===== src/rtl/fetch_stage.sv =====
// Instruction fetch stage.
// Owns the PC. Issues single-outstanding word reads to instruction memory and presents
// {valid, instr, pc} in the IF/ID register for decode.
//
// Ports:
//   clk_i, rst_i          clock, synchronous active-high reset
//   imem_req_o            request valid (held until accepted)
//   imem_addr_o           word address of the request (bits[1:0] always 0)
//   imem_ready_i          memory accepts the request this cycle
//   imem_rvalid_i         response strobe
//   imem_rdata_i          response instruction word
//   stall_i               decode cannot accept; IF/ID holds while it is valid
//   redirect_i            flush IF/ID and refetch from redirect_pc_i
//   redirect_pc_i         new PC (bits[1:0] forced to 0)
//   if_id_valid_o         IF/ID holds a real instruction
//   if_id_instr_o         instruction, NOP_INSTR when invalid
//   if_id_pc_o            PC of if_id_instr_o, 0 when invalid
module fetch_stage #(
    parameter int unsigned        XLEN      = 32,
    parameter logic [XLEN-1:0]    RESET_PC  = 32'h0000_0000,
    parameter logic [XLEN-1:0]    NOP_INSTR = 32'h0000_0013
) (
    input  logic            clk_i,
    input  logic            rst_i,
    output logic            imem_req_o,
    output logic [XLEN-1:0] imem_addr_o,
    input  logic            imem_ready_i,
    input  logic            imem_rvalid_i,
    input  logic [XLEN-1:0] imem_rdata_i,
    input  logic            stall_i,
    input  logic            redirect_i,
    input  logic [XLEN-1:0] redirect_pc_i,
    output logic            if_id_valid_o,
    output logic [XLEN-1:0] if_id_instr_o,
    output logic [XLEN-1:0] if_id_pc_o
);

    typedef enum logic [1:0] {StFetch, StWait, StKill} state_e;

    state_e          state_q;
    logic [XLEN-1:0] pc_q;
    logic            skid_valid_q;
    logic [XLEN-1:0] skid_instr_q;
    logic [XLEN-1:0] skid_pc_q;
    logic            if_id_valid_q;
    logic [XLEN-1:0] if_id_instr_q;
    logic [XLEN-1:0] if_id_pc_q;

    logic            req;
    logic            accept;
    logic            resp;
    logic            hold;
    logic            outstanding;
    logic [XLEN-1:0] redirect_pc_aligned;
    logic [XLEN-1:0] pc_inc;

    // A full skid blocks issue, so at most one response can ever be waiting behind IF/ID.
    assign req    = (state_q == StFetch) && !skid_valid_q && !rst_i;
    assign accept = req && imem_ready_i;
    // Only a response to a live request counts; KILL responses are dropped.
    assign resp   = (state_q == StWait) && imem_rvalid_i;
    assign hold   = stall_i && if_id_valid_q;

    // A request is still in flight after this cycle if one is accepted now, or if we are
    // waiting and its response does not arrive this cycle.
    assign outstanding = accept ||
                         (((state_q == StWait) || (state_q == StKill)) && !imem_rvalid_i);

    assign redirect_pc_aligned = redirect_pc_i & ~XLEN'(3);
    assign pc_inc              = pc_q + XLEN'(4);

    always_ff @(posedge clk_i) begin
        if (rst_i) begin
            state_q       <= StFetch;
            pc_q          <= RESET_PC;
            skid_valid_q  <= 1'b0;
            skid_instr_q  <= NOP_INSTR;
            skid_pc_q     <= '0;
            if_id_valid_q <= 1'b0;
            if_id_instr_q <= NOP_INSTR;
            if_id_pc_q    <= '0;
        end else if (redirect_i) begin
            state_q       <= outstanding ? StKill : StFetch;
            pc_q          <= redirect_pc_aligned;
            skid_valid_q  <= 1'b0;
            if_id_valid_q <= 1'b0;
            if_id_instr_q <= NOP_INSTR;
            if_id_pc_q    <= '0;
        end else begin
            case (state_q)
                StFetch: begin
                    if (accept) begin
                        state_q <= StWait;
                    end
                end
                StWait: begin
                    if (imem_rvalid_i) begin
                        state_q <= StFetch;
                        pc_q    <= pc_inc;
                    end
                end
                StKill: begin
                    if (imem_rvalid_i) begin
                        state_q <= StFetch;
                    end
                end
                default: state_q <= StFetch;
            endcase

            // pc_q still names the outstanding request while in StWait.
            if (hold) begin
                if (resp) begin
                    skid_valid_q <= 1'b1;
                    skid_instr_q <= imem_rdata_i;
                    skid_pc_q    <= pc_q;
                end
            end else if (skid_valid_q) begin
                if_id_valid_q <= 1'b1;
                if_id_instr_q <= skid_instr_q;
                if_id_pc_q    <= skid_pc_q;
                skid_valid_q  <= resp;
                if (resp) begin
                    skid_instr_q <= imem_rdata_i;
                    skid_pc_q    <= pc_q;
                end
            end else if (resp) begin
                if_id_valid_q <= 1'b1;
                if_id_instr_q <= imem_rdata_i;
                if_id_pc_q    <= pc_q;
            end else begin
                if_id_valid_q <= 1'b0;
                if_id_instr_q <= NOP_INSTR;
                if_id_pc_q    <= '0;
            end
        end
    end

    assign imem_req_o    = req;
    assign imem_addr_o   = pc_q;
    assign if_id_valid_o = if_id_valid_q;
    assign if_id_instr_o = if_id_instr_q;
    assign if_id_pc_o    = if_id_pc_q;

`ifndef SYNTHESIS
    // A response to a request issued before reset may land in the first cycle after it.
    logic post_rst_q;

    always_ff @(posedge clk_i) begin
        post_rst_q <= rst_i;
    end

    always_ff @(posedge clk_i) begin
        if (!rst_i && !post_rst_q) begin
            assert (!imem_rvalid_i || (state_q != StFetch))
                else $error("imem response with no request outstanding");
            assert (redirect_i || hold || !skid_valid_q || !resp)
                else $error("skid drained while a response arrived");
            assert (if_id_pc_q[1:0] == 2'b00)
                else $error("IF/ID pc not word aligned");
        end
    end
`endif

endmodule

===== config.mk =====
export PLATFORM = sky130hd
export DESIGN_NAME = fetch_stage
export DESIGN_NICKNAME = d
export VERILOG_FILES = /design/src/rtl/fetch_stage.sv
export SDC_FILE = /design/constraint.sdc
export NUM_CORES = 1
export LEC_CHECK = 0
export CAP_MARGIN = 5
export CELL_PAD_IN_SITES_DETAIL_PLACEMENT = 1
export CELL_PAD_IN_SITES_GLOBAL_PLACEMENT = 1
export CORE_MARGIN = 8
export CORE_UTILIZATION = 33
export CTS_BUF_LIST = sky130_fd_sc_hd__clkbuf_8
export CTS_CLUSTER_DIAMETER = 100
export DETAILED_ROUTE_END_ITERATION = 16
export PLACE_DENSITY_LB_ADDON = 0.1
export REMOVE_ABC_BUFFERS = 1
export SETUP_SLACK_MARGIN = 0.1
export SLEW_MARGIN = 15
export SYNTH_ARGS = -nofsm -noshare
export SYNTH_HDL_FRONTEND = slang
export SYNTH_SLANG_ARGS = --single-unit

===== constraint.sdc =====
create_clock -name clk_i -period 1.9 [get_ports clk_i]
set_input_delay 0.38 -clock clk_i [delete_from_list [all_inputs] [get_ports clk_i]]
set_output_delay 0.38 -clock clk_i [all_outputs]
set_load 0.02 [all_outputs]

==> metrics.txt <==
Starting Density=33.4%; Final Instance Area=approximately 10,000 um^2; CP startpoint kind=register; crit path time final=about 1800 ps; global-route wire length before repair=between 40,000 and 50,000 um; RSZ-0062 raised after global routing=true; I/O Pins=between 150 and 200; Leak=4.10 nW; Core ar.=20,100 um^2; GR Util All Layers=around a fifth; total power=roughly 6.6 mW; FF/Latch Area=around 3200 um^2; grt ovf=0; CTS tree=done; maxcap violations=0; Residual DRC=0; reg2reg path depth=6; Clock Latency Late Sink=between 400 and 500 ps; flops & latches, synth=~160; Final setup viols=0; htree depth=4; die area=25,200 um^2; clock buffer depth=2; Layout area overhead=51.6%; # fillers=roughly 2,300; worst-margin pin slew=roughly 740 ps; # rows=52; Worst Clk Skew=15.5 ps; DP Area=approximately 9100 um^2; Bufs and invs on worst path=1; vias per std cell=roughly 5.4; Worst Path Class, Setup=reg2reg; Antenna Violating Nets Remaining=0; multiplexer share of the synthesized area=0%; Mapped Cells=a little over 800; biggest area consumer among synthesized cells=dfxtp_1; Fin. Hold Viols=0; most frequent cells after synthesis=dfxtp_1, nand2_1, nor2_1; final core occ=roughly half; largest family of logic cells by synthesized area=simple AND/OR/NAND/NOR gates; CP Capture Point=imem_addr_o[25]$_SDFFE_PP0P_; Clock transition at path regs=roughly 90 ps; nets=~1,100; Pwr Density=643 nW/um^2; IO Port Bufs=~160; Die Ht=~160 um; Routed WL per cell=~20 um; distinct cell type count after synthesis=49; CTS Buf Count=17; cell family with most CP delay=simple AND/OR/NAND/NOR gates; largest net degree at the start of global routing=65; final wirelength=between 20,000 and 30,000 um; Synth warnings=0; Max Slew Vio Count=0; CP peak stage delay=approximately 500 ps; FMAX=0.552 GHz; Crit path depth=6; total iterations of the first detailed-routing run=4; slew margin rel.=about 51%; slowest stage cell, crit path=or4_4; run status=complete, no violations; post-DP HPWL=about 17,000 um; Worst VDD drop=between 0.0003 and 0.0004 V; Ant. Diodes=0; CP endpoint kind=register; post-synth top area share=a little under half; FF-to-FF End=imem_addr_o[25]$_SDFFE_PP0P_; vias in the first global route=between 7,000 and 8,000; fin crit share=95.3%; Max FO, Critical Path=3; register area share after synthesis=between 40% and 50%; dominant synthesized flop cell=dfxtp_1; r2r startpoint=state_q[1]$_SDFFE_PP0P_; worst path arrival time=2170 ps; root buffer cell=clkbuf_8; cells along the critical path=inv_2, ha_2, nand4_1, or4_4, or2_0, a2111oi_2; top area cells in the synthesized netlist=dfxtp_1, nand2_1, a221oi_1, nor2_1, a21oi_1; reg-to-reg slack, setup=approximately 89 ps; Mapped Area=around 6700 um^2; Placer Congestion=roughly 0.84; Compound-Gate Fraction of Synth Area=a little under a fifth; initial antenna violation count=0; asr flop ratio synth=0%; Multi-input gate area=~3700 um^2; Req. time, crit path=between 2000 and 2500 ps; HP Class=in2reg; DR vias=7,053; crit path from=state_q[1]$_SDFFE_PP0P_; layout cells sized above 1=about a quarter; Chip Width=around 160 um; mean post-synth cell area=a little over 8 um^2; Synth Area in Simple Gates=between 20% and 30%; Post-synth EDFFs=0; Sink Count=about 160; post-synthesis xor/xnor area fraction=roughly 1.2%; most frequent cell after synthesis=dfxtp_1; DRC marker count from the first detailed-route iteration=approximately 280; Synth Area in Adders=0.558%
==> stage by stage <==
| step | hold slack [ps] | worst slack [ps] | instances | setup TNS (ps) |
|---|---|---|---|---|
| 2_1_floorplan | 430 | -1630 | 746 | -185820 |
| 3_3_place_gp | 441 | -330 | 1264 | -32630 |
| 3_5_place_dp | 448 | -463 | 1264 | -38770 |
| 4_1_cts | 268 | 43.8 | 1299 | 0 |
| 5_1_grt | 279 | -13.4 | 1313 | -29.6 |
| 6_report | 281 | 89.4 | 1313 | 0 |
==> power breakdown <==
part	switching [mW]	internal [mW]
clock	1.40	0.959
sequential	0.0620	3.36
combinational	0.414	0.357
total	1.87	4.68
==> cells by family (layout without fill, tap and decap cells) <==
group                      count (synthesis)  after routing
other                                      1              4
xor gates and xnor gates                   9              9
AOI/OAI and AO/OA                        180            180
adders and majority gates                  3              3
buffers and inverters                     95            308
DFF                                      158            158
and+or+nand+nor                          381            381
==> routing by layer <==
metal  vias up  global-route usage [%]  wire (um)
li1       3374                       -          -
met1      3502                    24.1      11500
met2       153                    34.9      13600
met3        24                    3.93       1030
met4         0                    6.67        352
met5         -                       0          0
==> placed cells by master (no fill, tap or decap), types with 14 or more instances in the layout <==
cell	n
a21oi_1	65
a221oi_2	45
buf_4	83
clkbuf_8	19
clkdlybuf4s50_1	66
dfxtp_1	145
dlygate4sd2_1	84
nand2_1	146
nand4_1	14
nor2_1	89
nor3_1	61
==> flip-flops by register name, summed over array words and instances, names as in the netlist <==
name,flops
skid_valid_q,1
if_id_pc_o,30
skid_instr_q,32
if_id_instr_o,32
state_q,2
imem_addr_o,30
if_id_valid_o,1
skid_pc_q,30
==> final cells by class <==
class	count	share of cell area (%)
clock buffer	18	2.43
clock inverter	13	1.07
inverter	11	0.405
multi-input combinational	577	36.6
sequential	158	31.2
tap	270	3.31
timing repair buffer	266	25.0
==> worst min-delay path: stages <==
cell	delay [ps]
buf_4	110
buf_4	150
a2111oi_1	60
==> worst min-delay path by stage <==
stage | from | to | slack [ps] | depth (start not counted)
2_1_floorplan | skid_instr_q[10]$_SDFFE_PP0P_ | skid_instr_q[10]$_SDFFE_PP0P_ | 430 | 2
3_3_place_gp | skid_instr_q[28]$_SDFFE_PP0P_ | skid_instr_q[28]$_SDFFE_PP0P_ | 440 | 2
3_5_place_dp | skid_instr_q[12]$_SDFFE_PP0P_ | skid_instr_q[12]$_SDFFE_PP0P_ | 450 | 2
4_1_cts | rst_i | imem_addr_o[29]$_SDFFE_PP0P_ | 270 | 3
5_1_grt | rst_i | imem_addr_o[29]$_SDFFE_PP0P_ | 280 | 3
6_report | rst_i | imem_addr_o[29]$_SDFFE_PP0P_ | 280 | 3
==> what timing repair did <==
| item | in CTS | in global routing |
|---|---|---|
| resized for setup | 136 | 101 |
| setup endpoints to repair | 155 | 146 |
| hold buffers | 0 | 0 |
| buffers inserted | 2 | 10 |
| cloned | 2 | 4 |
| pin swaps | 7 | 26 |
Power figures use the tool's default switching activity.
